File: config.mk
export PLATFORM = sky130hd
export DESIGN_NAME = stream_burst_arbiter
export DESIGN_NICKNAME = d
export VERILOG_FILES = /design/src/rtl/stream_arb_pkg.sv /design/src/rtl/stream_arb_rr_pick.sv /design/src/rtl/stream_burst_arbiter.sv
export SDC_FILE = /design/constraint.sdc
export NUM_CORES = 1
export LEC_CHECK = 0
export BUFFER_PORTS_ARGS = -buffer_cell sky130_fd_sc_hd__buf_2
export CAP_MARGIN = 30
export CORE_ASPECT_RATIO = 1.75
export CORE_MARGIN = 1
export CORE_UTILIZATION = 25
export CTS_CLUSTER_SIZE = 14
export DETAILED_ROUTE_END_ITERATION = 6
export HOLD_SLACK_MARGIN = 0.03
export PLACE_DENSITY = 0.44
export SLEW_MARGIN = 15
export SYNTH_ARGS = -nofsm -noshare
export SYNTH_HDL_FRONTEND = slang
export SYNTH_SLANG_ARGS = --single-unit
File: constraint.sdc
create_clock -name CLK -period 5.7 [get_ports CLK]
set_clock_uncertainty 0.2 [all_clocks]
set_input_delay 0 -clock CLK [delete_from_list [all_inputs] [get_ports CLK]]
set_output_delay 0 -clock CLK [all_outputs]
set_load 0.03 [all_outputs]
File: src/rtl/stream_arb_pkg.sv
// Shared types and helpers for the readout stream arbiters.
// Holds the arbiter state enum and the rotating-priority pick.
package stream_arb_pkg;

    typedef enum logic {
        IDLE,
        XFER
    } arb_state_t;

    localparam int ARB_MAX_SRC = 32;
    localparam int ARB_IDX_W   = $clog2(ARB_MAX_SRC);

    // First set request after 'last', wrapping modulo n_src.
    function automatic int unsigned rr_pick(
        input logic [ARB_MAX_SRC-1:0] req,
        input int unsigned            n_src,
        input int unsigned            last
    );
        logic [ARB_MAX_SRC-1:0] rot;
        int unsigned            idx;
        int unsigned            win;
        logic                   hit;
        win = 0;
        hit = 1'b0;
        for (int unsigned k = 1; k <= ARB_MAX_SRC; k++) begin
            idx = (last + k) % n_src;
            rot = req >> idx;
            if (k <= n_src && !hit && rot[0]) begin
                hit = 1'b1;
                win = idx;
            end
        end
        return win;
    endfunction

endpackage

File: src/rtl/stream_arb_rr_pick.sv
// Combinational rotating-priority encoder.
// Search starts one past the last granted index.
module stream_arb_rr_pick
    import stream_arb_pkg::*;
#(
    parameter int N_SRC = 2,
    parameter int ID_W  = $clog2(N_SRC)
) (
    input  logic [N_SRC-1:0] req,
    input  logic [ID_W-1:0]  last,
    output logic             found,
    output logic [ID_W-1:0]  winner
);

    logic [ARB_MAX_SRC-1:0] req_ext;
    int unsigned            pick;

    always_comb begin
        req_ext            = '0;
        req_ext[N_SRC-1:0] = req;
        pick   = rr_pick(req_ext, N_SRC, 32'(last));
        found  = |req;
        winner = ID_W'(pick);
    end

endmodule

File: src/rtl/stream_burst_arbiter.sv
// Round-robin burst arbiter merging FWFT readout streams into one
// registered FIFO write port, with hold requests and hold timeout.
module stream_burst_arbiter
    import stream_arb_pkg::*;
#(
    parameter int N_SRC        = 2,
    parameter int DATA_WIDTH   = 32,
    parameter int MAX_BURST    = 16,
    parameter int HOLD_TIMEOUT = 255
) (
    input  logic                        CLK,
    input  logic                        RST_N,
    input  logic [N_SRC-1:0]            SRC_EMPTY,
    input  logic [N_SRC-1:0]            SRC_HOLD,
    input  logic [N_SRC*DATA_WIDTH-1:0] SRC_DATA,
    output logic [N_SRC-1:0]            SRC_READ,
    input  logic                        OUT_FULL,
    output logic                        OUT_WRITE,
    output logic [DATA_WIDTH-1:0]       OUT_DATA,
    output logic                        GRANT_VALID,
    output logic [$clog2(N_SRC)-1:0]    GRANT_ID,
    output logic                        HOLD_TIMEOUT_ERR,
    output logic [31:0]                 WORD_COUNT
);

    localparam int ID_W = $clog2(N_SRC);
    localparam int BC_W = $clog2(MAX_BURST + 1);
    localparam int HC_W = $clog2(HOLD_TIMEOUT + 1);

    localparam logic [BC_W-1:0] BURST_MAX  = BC_W'(MAX_BURST);
    localparam logic [BC_W-1:0] BURST_LAST = BC_W'(MAX_BURST - 1);
    localparam logic [HC_W-1:0] HOLD_MAX   = HC_W'(HOLD_TIMEOUT);
    localparam logic [HC_W-1:0] HOLD_LAST  = HC_W'(HOLD_TIMEOUT - 1);

    arb_state_t            state;
    arb_state_t            state_nxt;
    logic [ID_W-1:0]       last_grant;
    logic [ID_W-1:0]       win_id;
    logic                  found;
    logic [BC_W-1:0]       burst_cnt;
    logic [HC_W-1:0]       hold_cnt;
    logic [DATA_WIDTH-1:0] word;
    logic                  xfer;
    logic                  rd;
    logic                  empty_g;
    logic                  hold_g;
    logic                  idle_hold;
    logic                  rel_burst;
    logic                  rel_drain;
    logic                  rel_tmo;
    logic                  rel;

    stream_arb_rr_pick #(
        .N_SRC (N_SRC),
        .ID_W  (ID_W)
    ) u_pick (
        .req    (~SRC_EMPTY),
        .last   (last_grant),
        .found  (found),
        .winner (win_id)
    );

    always_comb begin
        xfer    = (state == XFER);
        empty_g = SRC_EMPTY[GRANT_ID];
        hold_g  = SRC_HOLD[GRANT_ID];
        word    = SRC_DATA[GRANT_ID*DATA_WIDTH +: DATA_WIDTH];
        rd      = xfer && !empty_g && !OUT_FULL;

        SRC_READ           = '0;
        SRC_READ[GRANT_ID] = rd;

        // Release checks include the read happening this cycle.
        idle_hold = xfer && empty_g && hold_g;
        rel_burst = rd && !hold_g && (burst_cnt >= BURST_LAST);
        rel_drain = xfer && empty_g && !hold_g;
        rel_tmo   = idle_hold && (hold_cnt >= HOLD_LAST);
        rel       = rel_burst || rel_drain || rel_tmo;

        HOLD_TIMEOUT_ERR = rel_tmo;
        GRANT_VALID      = xfer;

        state_nxt = state;
        unique case (state)
            IDLE:    if (found) state_nxt = XFER;
            XFER:    if (rel) state_nxt = IDLE;
            default: state_nxt = IDLE;
        endcase
    end

    always_ff @(posedge CLK or negedge RST_N) begin
        if (!RST_N) state <= IDLE;
        else        state <= state_nxt;
    end

    always_ff @(posedge CLK or negedge RST_N) begin
        if (!RST_N) begin
            GRANT_ID   <= '0;
            last_grant <= ID_W'(N_SRC - 1);
            burst_cnt  <= '0;
            hold_cnt   <= '0;
            OUT_WRITE  <= 1'b0;
            OUT_DATA   <= '0;
            WORD_COUNT <= '0;
        end else begin
            OUT_WRITE <= rd;
            if (!xfer && found) begin
                GRANT_ID  <= win_id;
                burst_cnt <= '0;
                hold_cnt  <= '0;
            end
            if (rd) begin
                OUT_DATA   <= word;
                WORD_COUNT <= WORD_COUNT + 32'd1;
                hold_cnt   <= '0;
                if (burst_cnt != BURST_MAX) burst_cnt <= burst_cnt + 1'b1;
            end else if (idle_hold && hold_cnt != HOLD_MAX) begin
                hold_cnt <= hold_cnt + 1'b1;
            end
            if (rel) last_grant <= GRANT_ID;
        end
    end

endmodule

## Word level (Yosys, flattened, before mapping)

Index checks and enable logic that the tools add are counted.

- Flip-flop bits (word level): 81
- Bits in latches: 0
- Bits in writable memories: 0
- Memory bits (read-only): 0
- Input port bits: 71
- Output and inout port bits: 70
- Word-level logic and storage cells: 64
- Memories: 0

- Add/subtract/negate cells: 5
- Multiply operators: 0
- Div/mod/pow operators: 0
- Magnitude comparators: 4
- Eq/ne operators: 2
- Shifts and indexed selects: 3
- Mux-type cells: 18
- Bitwise operators: 3
- Reduce and logical (&&, ||, !) cells: 21

Operators with widths:

| cell | number |
|---|---|
| $shiftx 64x7->32 | 1 |
| $add 32x1->32 const B | 1 |
| $mux 8 | 3 |
| $mux 5 | 3 |
| $logic_and 1x1->1 | 12 |
| $mux 1 | 10 |
| $add 8x1->8 const B | 1 |
| $ge 8x8->1 const B | 1 |
| $ne 8x8->1 const B | 1 |
| $add 5x1->5 const B | 1 |
| $ge 5x4->1 const B | 1 |
| $logic_not 1->1 | 5 |
| $ne 5x5->1 const B | 1 |
| $shr 2x1->1 | 2 |
| $reduce_bool 3->1 | 1 |
| $add 1x1->1 const B | 2 |
| $and 2x2->2 | 1 |
| $logic_or 1x1->1 | 2 |
| $lt 1x2->1 const B | 1 |
| $not 2->2 | 1 |
| $pmux 1 s2 | 1 |
| $reduce_or 2->1 | 1 |
| $demux 1 s1 | 1 |
| $ge 1x1->1 const B | 1 |
| $not 1->1 | 1 |

## Logic depth before layout (Yosys ltp)

- Depth in word-level cells: 11
- Depth in mapped cells: 8
- Mapped depth without buffers: 8

## By module

From an unflattened synthesis, not the netlist that was laid out.

- Cells, all modules: 386
- Area, all modules: 3983.8 µm²

By module, submodules not included:

| module | instances | cells each | area an instance (µm²) | seq. area each (µm²) |
|---|---|---|---|---|
| stream_burst_arbiter | 1 | 384 | 3970.1 | 2028.2 |
| stream_arb_rr_pick | 1 | 2 | 13.8 | 0.0 |

## Worst setup path after synthesis

OpenSTA, ideal clock, no wires.

- Kind: register to register
- Start: register state (netlist: GRANT_VALID)
- End: register WORD_COUNT[31]
- Setup time: 0.133 ns
- Arrival time: 1.717 ns
- Data required time: 5.367 ns
- Setup slack: 3.651 ns
- Stages on the path, launching flop included: 7
- Buffers on the path: 1
- Period minus slack after synthesis: 2.049 ns
- Cell sequence: dfrtp_1 buf_4 and4b_2 nand4_4 nor4_4 nand4_1 xnor2_1

- Longest elaborated chain between the ends: 2

RTL lines:

| item | line | text |
|---|---|---|
| start: declaration | stream_burst_arbiter.sv:35 | `arb_state_t state;` |
| start signal: assignment | stream_burst_arbiter.sv:93 | `else state <= state_nxt;` |
| $logic_and 1x1->1 (2 in series) | stream_burst_arbiter.sv:68 | `rd = xfer && !empty_g && !OUT_FULL;` |
| end signal: assignment | stream_burst_arbiter.sv:114 | `WORD_COUNT <= WORD_COUNT + 32'd1;` |
| end: declaration | stream_burst_arbiter.sv:23 | `output logic [31:0] WORD_COUNT` |

Every way passes these cells.
A chain may end at the register's enable or synchronous reset.

## Worst setup path after layout

- Start: register GRANT_ID
- End: output SRC_READ[1]

- Longest elaborated chain between the ends: 6
- Elaborated cells between the ends (all ways): 11
- Those cells by class: order compare: 2; mux: 4; bitwise: 1; reduce/logical: 4

RTL lines:

| item | line | text |
|---|---|---|
| start: declaration | stream_burst_arbiter.sv:21 | `output logic [$clog2(N_SRC)-1:0] GRANT_ID,` |
| start signal: assignment | stream_burst_arbiter.sv:108 | `GRANT_ID <= win_id;` |
| branches (longest 5 deep; another with $lt 1x2->1) | n/a |  |
| $and 2x2->2 (no line) (*) | n/a |  |
| end: declaration | stream_burst_arbiter.sv:16 | `output logic [N_SRC-1:0] SRC_READ,` |

Mark *: on every way between the ends. The select of a mux whose other input is x is not followed.

==> results.cfg <==
[cells_and_area]
layout-drive-gt1-share_pct = 29.7
diodes = 0
design_area_mm2 = 0.00585
area_delta_synth_final_pct = 50.6
fillCellCount = 1506
fin_nets = 658

[timing]
fin_tns_setup_ps = 0
rsz0062_at_grt = no
period_share_pct = 57.0
worst_pin_slew_ps = 817
slew_headroom_pct = 45.5
setup_viol = 0
finalHoldViolCount = 0
slew_violations = 0
fmax_ghz = 0.308
period_minus_slack_ps = 3250

[floorplanning]
dieArea_mm2 = 0.0160
coreArea_mm2 = 0.0150
core.rowCount = 59
fp.dieH_um = 167
initial_utilization_pct = 25.9
dieWidth_um = 96.2
ios = 141

[critical_path]
worstPathBufferInverterCount = 3
worstPathArrival_ps = 3050
worstSetupStartpoint = GRANT_ID
slowest_stage = nand3b_2
r2r-start = GRANT_ID
critPathTopFamily = buffers and inverters
cp_max_fo = 41
crit_chain = buf_4, mux2i_4, nand3b_2, buf_4, nor2_1, buf_2
crit_top_cell = buf_4
crit_type = reg2out
start_kind = flip-flop
required_ps = 5500
reg2reg_to = burst_cnt[2]
endpoint = SRC_READ[1]
reg2reg_depth = 6
cp.depth = 6
slowest_delay_ps = 620
cp-end-kind = primary output
rrSetupSlack_ps = 2680

[drt]
wirelength_um = 10500
routed_via_density = 4.55
vias = 3497
dr.pass1.iters = 4
drtIter0Drc = 88
drc = 0
drt-wirelength-per-cell_um = 13.7
antenna_left = 0

[yosys]
synth_cells = 369
synthAdderAreaFrac_pct = 1.93
synth_cell_types = 44
synthXorXnorAreaFrac_pct = 7.22
synthArstFlopShare_pct = 100
synth_top_family_by_area = simple AND/OR/NAND/NOR gates
ys_seq_area_share_pct = 52.3
synth_nets = 446
synthFlopType = dfrtp_1
synth_mux_area_share_pct = 9.61
synthSimpleGateAreaFrac_pct = 18.1
synth_edf_count = 0
ys_warn_count = 0
synth_compound_area_share_pct = 8.48
synth-seq-cells = 81
avgSynthCellArea_um2 = 10.5
synth_area_mm2 = 0.00388

[grt]
grt_pass1_vias = 3488
grt_util_met3_pct = 3.47
antenna_found_initial = 0
grt-ovfl-total = 0
grt_usage_pct = 13.8
grt_pass1_wl_um = 16900
grt_max_degree = 55
busiest_layer = met2
met1_usage_pct = 15.1
met2_usage_pct = 24.0

[cts]
h-tree-depth = 3
cts_buffer_depth = 2
insertion_delay_ps = 340
cts_tree = built
cts_setup_buffers = 0
cts_hold_buf = 73
cts_buffers = 9
clk_pin_slew_ps = 60
cts_root_buf = clkbuf_16
post_cts_resized = 0
cts_num_sinks = 81

[power]
swShare_pct = 38.3
power_mw = 2.52
power_frac_clock_pct = 25.8
switchingPower_mw = 0.964
powerDensity_mw_per_mm2 = 431
p_leak_nw = 2.93
combPwrFrac_pct = 41.0
ir_drop_uv = 185
p_int_mw = 1.56
pwr-share-seq_pct = 33.2

[min_path]
hp-class = in2reg

[outcome]
status = completed

[job]
maxCapViolCount = 0

[placement]
dpl_cell_area_mm2 = 0.00477
dp_hpwl_um = 7550
port_buffers = 140
place_congestion = 0.736
worst min-delay path, cell delays in order:
cell and delay, ps:
buf_2 100, and4b_2 260, nand2_1 90, nor2_1 50, xor2_1 120
layer usage:
layer	share of wire, %	vias up
li1	-	1712
met1	40	1654
met2	52	120
met3	5.7	11
met4	2.2	0
met5	0	-
synth_stat cells (all sizes together), types with 2 or more instances:
cell | number | area, µm²
clkbuf | 10 | 37.5
o31ai | 3 | 22.5
or2 | 2 | 12.5
nor2 | 20 | 77.6
ha | 6 | 75.1
dfrtp | 80 | 2000
inv | 7 | 26.3
nor4 | 2 | 42.5
and4 | 3 | 27.5
nand2 | 58 | 218
mux2i | 36 | 373
nand3 | 20 | 113
xor2 | 6 | 52.6
nor3 | 3 | 20.0
a21oi | 6 | 30.0
and4b | 2 | 21.3
and3 | 9 | 56.3
xnor2 | 26 | 228
buf | 5 | 27.5
nand4 | 9 | 77.6
nand2b | 2 | 12.5
o21ai | 41 | 205
layout by cell type (no fill, tap or decap), drive strengths merged, types with 9 or more instances in the layout:
| cell | n |
|---|---|
| dfrtp | 80 |
| and3 | 9 |
| nor2 | 20 |
| mux2i | 36 |
| clkbuf | 9 |
| xnor2 | 26 |
| dlygate4sd3 | 72 |
| buf | 144 |
| nand4 | 9 |
| nand2 | 58 |
| o21ai | 41 |
| nand3 | 20 |
logic make-up (layout without fill, tap and decap cells):
family	count (synthesis)	count (layout)
AO/OA/AOI/OAI	59	59
adder cells (fa/ha/maj)	6	6
flip-flops	81	81
multiplexers	36	36
buffers and inverters	22	238
AND/OR/NAND/NOR	133	133
XOR/XNOR	32	32
metrics by stage:
step	setup WS, ps	hold WS [ps]	utilization [%]	std cells
global placement	2740	-257	31.8	680
global route	2180	162	39.0	768
CTS	2360	129	39.0	768
finish	2450	147	39.0	768
floorplan	3650	-496	-	369
detailed placement	2660	-252	31.8	680
registers in the layout, summed over array words and instances (netlist names):
register / flops
GRANT_ID: 1
GRANT_VALID: 1
last_grant: 1
WORD_COUNT: 32
burst_cnt: 5
OUT_DATA: 32
hold_cnt: 8
OUT_WRITE: 1
power groups by stage:
stage | registers [mW] | logic (mW) | clock network [mW]
2_1_floorplan | 1.08 | 0.386 | 0
3_3_place_gp | 0.845 | 0.897 | 0
3_5_place_dp | 0.843 | 0.914 | 0
4_1_cts | 0.837 | 1.05 | 0.675
5_1_grt | 0.859 | 1.13 | 0.698
6_report | 0.837 | 1.03 | 0.651
final cells by class:
type                       instances  area, µm²  share of cell area [%]
inverter                           7       26.3                   0.449
clock inverter                     6        108                    1.84
clock buffer                       9        225                    3.85
tap                              183        229                    3.92
sequential                        81       2030                    34.7
timing repair buffer             216       1470                    25.1
multi-input combinational        266       1760                    30.1
worst min path at each step:
| stage | startpoint | to | slack [ps] | cells past startpoint |
|---|---|---|---|---|
| floorplan | RST_N | GRANT_ID | -500 | 0 |
| global placement | RST_N | WORD_COUNT[21] | -260 | 1 |
| detailed placement | RST_N | WORD_COUNT[21] | -250 | 1 |
| CTS | OUT_FULL | WORD_COUNT[6] | 130 | 5 |
| global route | OUT_FULL | WORD_COUNT[6] | 160 | 5 |
| finish | OUT_FULL | WORD_COUNT[6] | 150 | 5 |
Note: power is estimated with default switching activity, not from simulation.
